File: config.mk
export PLATFORM = sky130hd
export DESIGN_NAME = line_loader
export DESIGN_NICKNAME = d
export VERILOG_FILES = /design/src/rtl/line_loader.sv
export SDC_FILE = /design/constraint.sdc
export NUM_CORES = 1
export LEC_CHECK = 0
export ABC_CLOCK_PERIOD_IN_PS = 3800
export CORE_MARGIN = 3
export CORE_UTILIZATION = 52
export DETAILED_ROUTE_END_ITERATION = 8
export PLACE_DENSITY = 0.85
export SYNTH_ARGS = -nofsm -noshare
export SYNTH_HDL_FRONTEND = slang
export SYNTH_SLANG_ARGS = --single-unit
File: constraint.sdc
create_clock -name clk_i -period 3.8 [get_ports clk_i]
set_input_delay 0.95 -clock clk_i [delete_from_list [all_inputs] [get_ports clk_i]]
set_output_delay 0.95 -clock clk_i [all_outputs]
set_load 0.01 [all_outputs]
File: src/rtl/line_loader.sv
// line_loader
//
// Refills the per-line timestamp/active-pixel memories of the timing core
// from a host word stream. One line is written into the current target bank,
// then the loader waits for the core's update_mem request, commits the bank
// with a one-cycle mem_updated pulse and moves on to the next bank
// (round-robin over NUM_MEMS banks).
//
// Ports:
//   clk_i, rst_i          clock (rising edge), synchronous active-high reset
//   enable_i              1 = run, 0 = abort to IDLE
//   points_per_line_i     words per line, sampled when a line starts
//   s_data_i/s_valid_i    host word stream; s_ready_o accepts it
//   update_mem_i          core request for the next line (rising edge used)
//   mem_updated_o         one-cycle pulse: bank committed to the core
//   waddr_o/wdata_o/we_o  memory write port
//   memory_selector_o     target bank
//   busy_o                loader not idle
//   late_o                sticky: request came before the line was complete
//   lines_loaded_o        committed-line counter (wraps at 2^16)
module line_loader #(
    parameter int ADDR_W   = 9,
    parameter int DATA_W   = 17,
    parameter int NUM_MEMS = 8,
    parameter int SEL_W    = 3
) (
    input  logic              clk_i,
    input  logic              rst_i,
    input  logic              enable_i,
    input  logic [ADDR_W-1:0] points_per_line_i,
    input  logic [DATA_W-1:0] s_data_i,
    input  logic              s_valid_i,
    output logic              s_ready_o,
    input  logic              update_mem_i,
    output logic              mem_updated_o,
    output logic [ADDR_W-1:0] waddr_o,
    output logic [DATA_W-1:0] wdata_o,
    output logic              we_o,
    output logic [SEL_W-1:0]  memory_selector_o,
    output logic              busy_o,
    output logic              late_o,
    output logic [15:0]       lines_loaded_o
);

    typedef enum logic [1:0] {
        IDLE = 2'd0,
        LOAD = 2'd1,
        FULL = 2'd2
    } state_t;

    localparam logic [ADDR_W:0]  CNT_ONE  = (ADDR_W+1)'(1);
    localparam logic [SEL_W-1:0] BANK_ONE = SEL_W'(1);
    localparam logic [SEL_W-1:0] BANK_MAX = SEL_W'(NUM_MEMS - 1);

    state_t              state_q, state_d;
    logic [ADDR_W-1:0]   plen_q;
    // One bit wider than the address so a maximum-length line never wraps.
    logic [ADDR_W:0]     cnt_q;
    logic [SEL_W-1:0]    bank_q;
    logic                pend_q;
    logic                upd_q;
    logic                late_q;
    logic [15:0]         lines_q;
    logic                we_q;
    logic [ADDR_W-1:0]   waddr_q;
    logic [DATA_W-1:0]   wdata_q;
    logic                mu_q;

    logic req;
    logic accept;
    logic last_word;
    logic abort;
    logic commit;
    logic enter_load;
    logic late_req;

    assign req       = update_mem_i & ~upd_q;
    assign s_ready_o = (state_q == LOAD);
    // A zero-length line accepts nothing even though ready is up for its
    // single LOAD cycle.
    assign accept    = s_valid_i & s_ready_o & (plen_q != '0);
    assign last_word = accept & ((cnt_q + CNT_ONE) == {1'b0, plen_q});
    assign abort     = (state_q != IDLE) & ~enable_i;

    always_ff @(posedge clk_i) begin
        if (rst_i) begin
            state_q <= IDLE;
        end else begin
            state_q <= state_d;
        end
    end

    always_comb begin
        state_d    = state_q;
        commit     = 1'b0;
        enter_load = 1'b0;
        late_req   = 1'b0;
        case (state_q)
            IDLE: begin
                if (enable_i) begin
                    state_d    = LOAD;
                    enter_load = 1'b1;
                end
            end
            LOAD: begin
                if (!enable_i) begin
                    state_d = IDLE;
                end else begin
                    if ((plen_q == '0) || last_word) begin
                        state_d = FULL;
                    end
                    // Early request: remember it and commit on the first FULL cycle.
                    late_req = req;
                end
            end
            FULL: begin
                if (!enable_i) begin
                    state_d = IDLE;
                end else if (req || pend_q) begin
                    commit     = 1'b1;
                    state_d    = LOAD;
                    enter_load = 1'b1;
                end
            end
            default: state_d = IDLE;
        endcase
    end

    always_ff @(posedge clk_i) begin
        if (rst_i) begin
            cnt_q   <= '0;
            bank_q  <= '0;
            pend_q  <= 1'b0;
            upd_q   <= 1'b0;
            late_q  <= 1'b0;
            lines_q <= '0;
            we_q    <= 1'b0;
            waddr_q <= '0;
            wdata_q <= '0;
            mu_q    <= 1'b0;
        end else begin
            upd_q <= update_mem_i;
            mu_q  <= commit;
            we_q  <= accept;
            if (accept) begin
                waddr_q <= cnt_q[ADDR_W-1:0];
                wdata_q <= s_data_i;
                cnt_q   <= cnt_q + CNT_ONE;
            end
            if (enter_load || abort) begin
                cnt_q <= '0;
            end
            if (abort || commit) begin
                pend_q <= 1'b0;
            end else if (late_req) begin
                pend_q <= 1'b1;
            end
            if (late_req) begin
                late_q <= 1'b1;
            end
            if (commit) begin
                bank_q  <= (bank_q == BANK_MAX) ? '0 : bank_q + BANK_ONE;
                lines_q <= lines_q + 16'd1;
            end
        end
    end

    // Line length is only meaningful inside LOAD, so it is not reset.
    always_ff @(posedge clk_i) begin
        if (enter_load) begin
            plen_q <= points_per_line_i;
        end
    end

    assign mem_updated_o     = mu_q;
    assign waddr_o           = waddr_q;
    assign wdata_o           = wdata_q;
    assign we_o              = we_q;
    assign memory_selector_o = bank_q;
    assign busy_o            = (state_q != IDLE);
    assign late_o            = late_q;
    assign lines_loaded_o    = lines_q;

endmodule

==> out/metrics.yaml <==
status:
  status: "finished clean"
setup_path:
  crit_type: "reg2out"
  crit_required_ps: 2850
  reg2reg_depth: 7
  start_kind: "flip-flop"
  worstPathArrival_ps: 1520
  end_kind: "output pin"
  worstPathMaxFanout: 6
synthesis:
  synth_top_area_share_pct: 40.00
  synth_area_um2: 3103
  synth_seq_area_share_pct: 48.71
  ys_ff_latch: 71
  syn-num-nets: 381
  avgSynthCellArea_um2: 8.968
  ys_warn_count: 0
  syn_inst: 346
  yosysTopAreaCell: "dfxtp_1"
  synth_cell_types: 50
  synth_area_leaders: "dfxtp_1, edfxtp_1, nand2_1, xor2_1, a21oi_1"
power_and_ir_drop:
  pwr_density_cell_nw_per_um2: 380.0
  p_sw_mw: 0.3403
  combinationalPowerShare_pct: 7.6
  seq_power_share_pct: 50.7
  p_leak_nw: 1.464
  vdd_ir_drop_max_uv: 287.9
  clkPwrFrac_pct: 41.7
  internal-power_mw: 1.218
  sw_frac_of_total_pct: 21.84
sta:
  finalHoldViolCount: 0
  fin_crit_ps: 2472
  fin_skew_ps: 9.302
  holdWs_ps: 453.1
  report.final.slew_viol_count: 0
  fin_setup_tns_ps: 0
  max_slew_margin_pct: 47.32
  period_share_pct: 65.05
  fmax_mhz: 404.6
  rsz0062_at_grt: "no"
  worstMarginPinSlew_ps: 786.8
  setup_viol: 0
clocking:
  post_cts_resize_count: 0
  htree_levels: 3
  cts_setup_buffers: 0
  numCtsBuffers: 9
  cts_max_path_buffers: 2
  postCtsHoldBufs: 0
  tritoncts: "yes"
  clk_pin_slew_ps: 70
  cts.sinks: 71
  cts-root-buf: "clkbuf_8"
  insertion_delay_ps: 340
grt:
  grt_pass1_vias: 2640
  grt_pass1_wl_um: 12020
  grt_max_degree: 52
  overflow: 0
  antenna_found_initial: 0
  track_usage_pct: 21.19
worst_hold_path:
  min_path_type: "reg2reg"
  hold_depth: 2
detailed_routing:
  wl_per_cell_um: 13.64
  drt_iter0_drc: 147
  ant_nets: 0
  vias: 2676
  wl_um: 6792
  dr.pass1.iters: 4
  routed_via_density: 5.373
  drc_errors: 0
finish:
  finish.utilization_pct: 72.68
  layout-drive-gt1-share_pct: 6.338
  antennaDiodeCount: 0
  layout_commonest_cell: "clkdlybuf4s50_1"
  final_area_um2: 4100
  final_cell_mix: "clkdlybuf4s50_1, nand2_1, dfxtp_1, nor2_1, a21oi_1"
  fin_nets: 456
  area_growth_pct: 32.14
floorplan:
  core_um2: 5642
  die_w_um: 83.25
  start_util_pct: 55.00
  die_area_um2: 6931
  fp.dieH_um: 83.25
  pin_count: 81
  rows: 27
place:
  post-dp-hpwl_um: 4761
  placement.io_buffers: 80
  placed_area_um2: 3875
  gp_congestion: 0.8504
run:
  cap_viol_max_count: 0
[sequential cells by signal, summed over array words and instances (netlist names)]
name and flops:
cnt_q 10, state_q 2, wdata_o 17, we_o 1
waddr_o 9, late_o 1, lines_loaded_o 16, mem_updated_o 1
memory_selector_o 3, pend_q 1, upd_q 1, plen_q 9
[metal layers]
layer | vias up | global-route usage [%] | share of wire (%)
li1 | 1324 | - | -
met1 | 1249 | 25.42 | 45
met2 | 90 | 35.50 | 47
met3 | 13 | 6.647 | 6.1
met4 | 0 | 7.875 | 1.9
met5 | - | 0 | 0
[final cells by class]
type | count | area, um2
clock inverters | 4 | 48.80
repair buffers | 83 | 818.3
well taps | 72 | 90.09
fillers | 407 | 1541
flip-flops and latches | 71 | 1511
clock buffers | 12 | 176.4
multi-input cells | 248 | 1425
inverters | 8 | 30.03
[synthesized netlist by cell type, drive strengths merged]
master	count
nor4	1
nand3	15
o311ai	1
inv	8
a311o	1
nor2b	2
nand2b	1
mux2i	2
a311oi	1
and3b	1
nor2	40
a21oi	32
and4	3
and4b	1
a31oi	2
xor2	19
nor4b	1
o221a	1
o2111ai	1
o21ai	3
and3	5
ha	4
o32ai	1
nor3b	3
clkbuf	9
buf	10
edfxtp	9
nor3	5
a211o	1
xnor2	15
and2	3
dfxtp	62
o2111a	2
nand3b	2
and2b	2
nand2	65
o211ai	3
nand4	8
or2	1
[kinds of logic after synthesis]
group | after synthesis | synth area share, %
and+or+nand+nor | 159 | 24.48
DFF | 71 | 48.71
AOI/OAI and AO/OA | 49 | 9.597
xor gates and xnor gates | 34 | 9.597
buffers and inverters | 27 | 5.363
adders and majority gates | 4 | 1.613
muxes | 2 | 0.6452
[worst paths after layout]
check                            startpoint          end  slack [ps]
worst max register to register     cnt_q[0]   state_q[1]        1690
worst min register to register  wdata_o[12]  wdata_o[12]         450
worst max-delay path             state_q[0]    s_ready_o        1330
worst min-delay path            wdata_o[12]  wdata_o[12]         450
[power by group through the flow]
| stage | Clock [mW] | Combinational, mW | Sequential, mW |
|---|---|---|---|
| finish | 0.650 | 0.118 | 0.790 |
| global route | 0.701 | 0.129 | 0.792 |
| CTS | 0.666 | 0.119 | 0.790 |
| detailed placement | 0 | 0.118 | 0.807 |
| global placement | 0 | 0.117 | 0.806 |
| floorplan | 0 | 0.0560 | 0.808 |
[metrics by stage]
| step | instances | setup slack, ps | power, mW |
|---|---|---|---|
| after floorplan | 346 | 1793 | 0.8641 |
| after global placement | 482 | 1099 | 0.9233 |
| after detailed placement | 482 | 1072 | 0.9250 |
| after CTS | 498 | 1321 | 1.575 |
| after global routing | 498 | 1244 | 1.622 |
| final | 498 | 1328 | 1.558 |
[worst max-delay path: stages, from the launching register on]
cell	delay (ps)
dfxtp_1	390
and2b_2	230
clkdlybuf4s50_1	560
(Power assumes the default switching activity.)
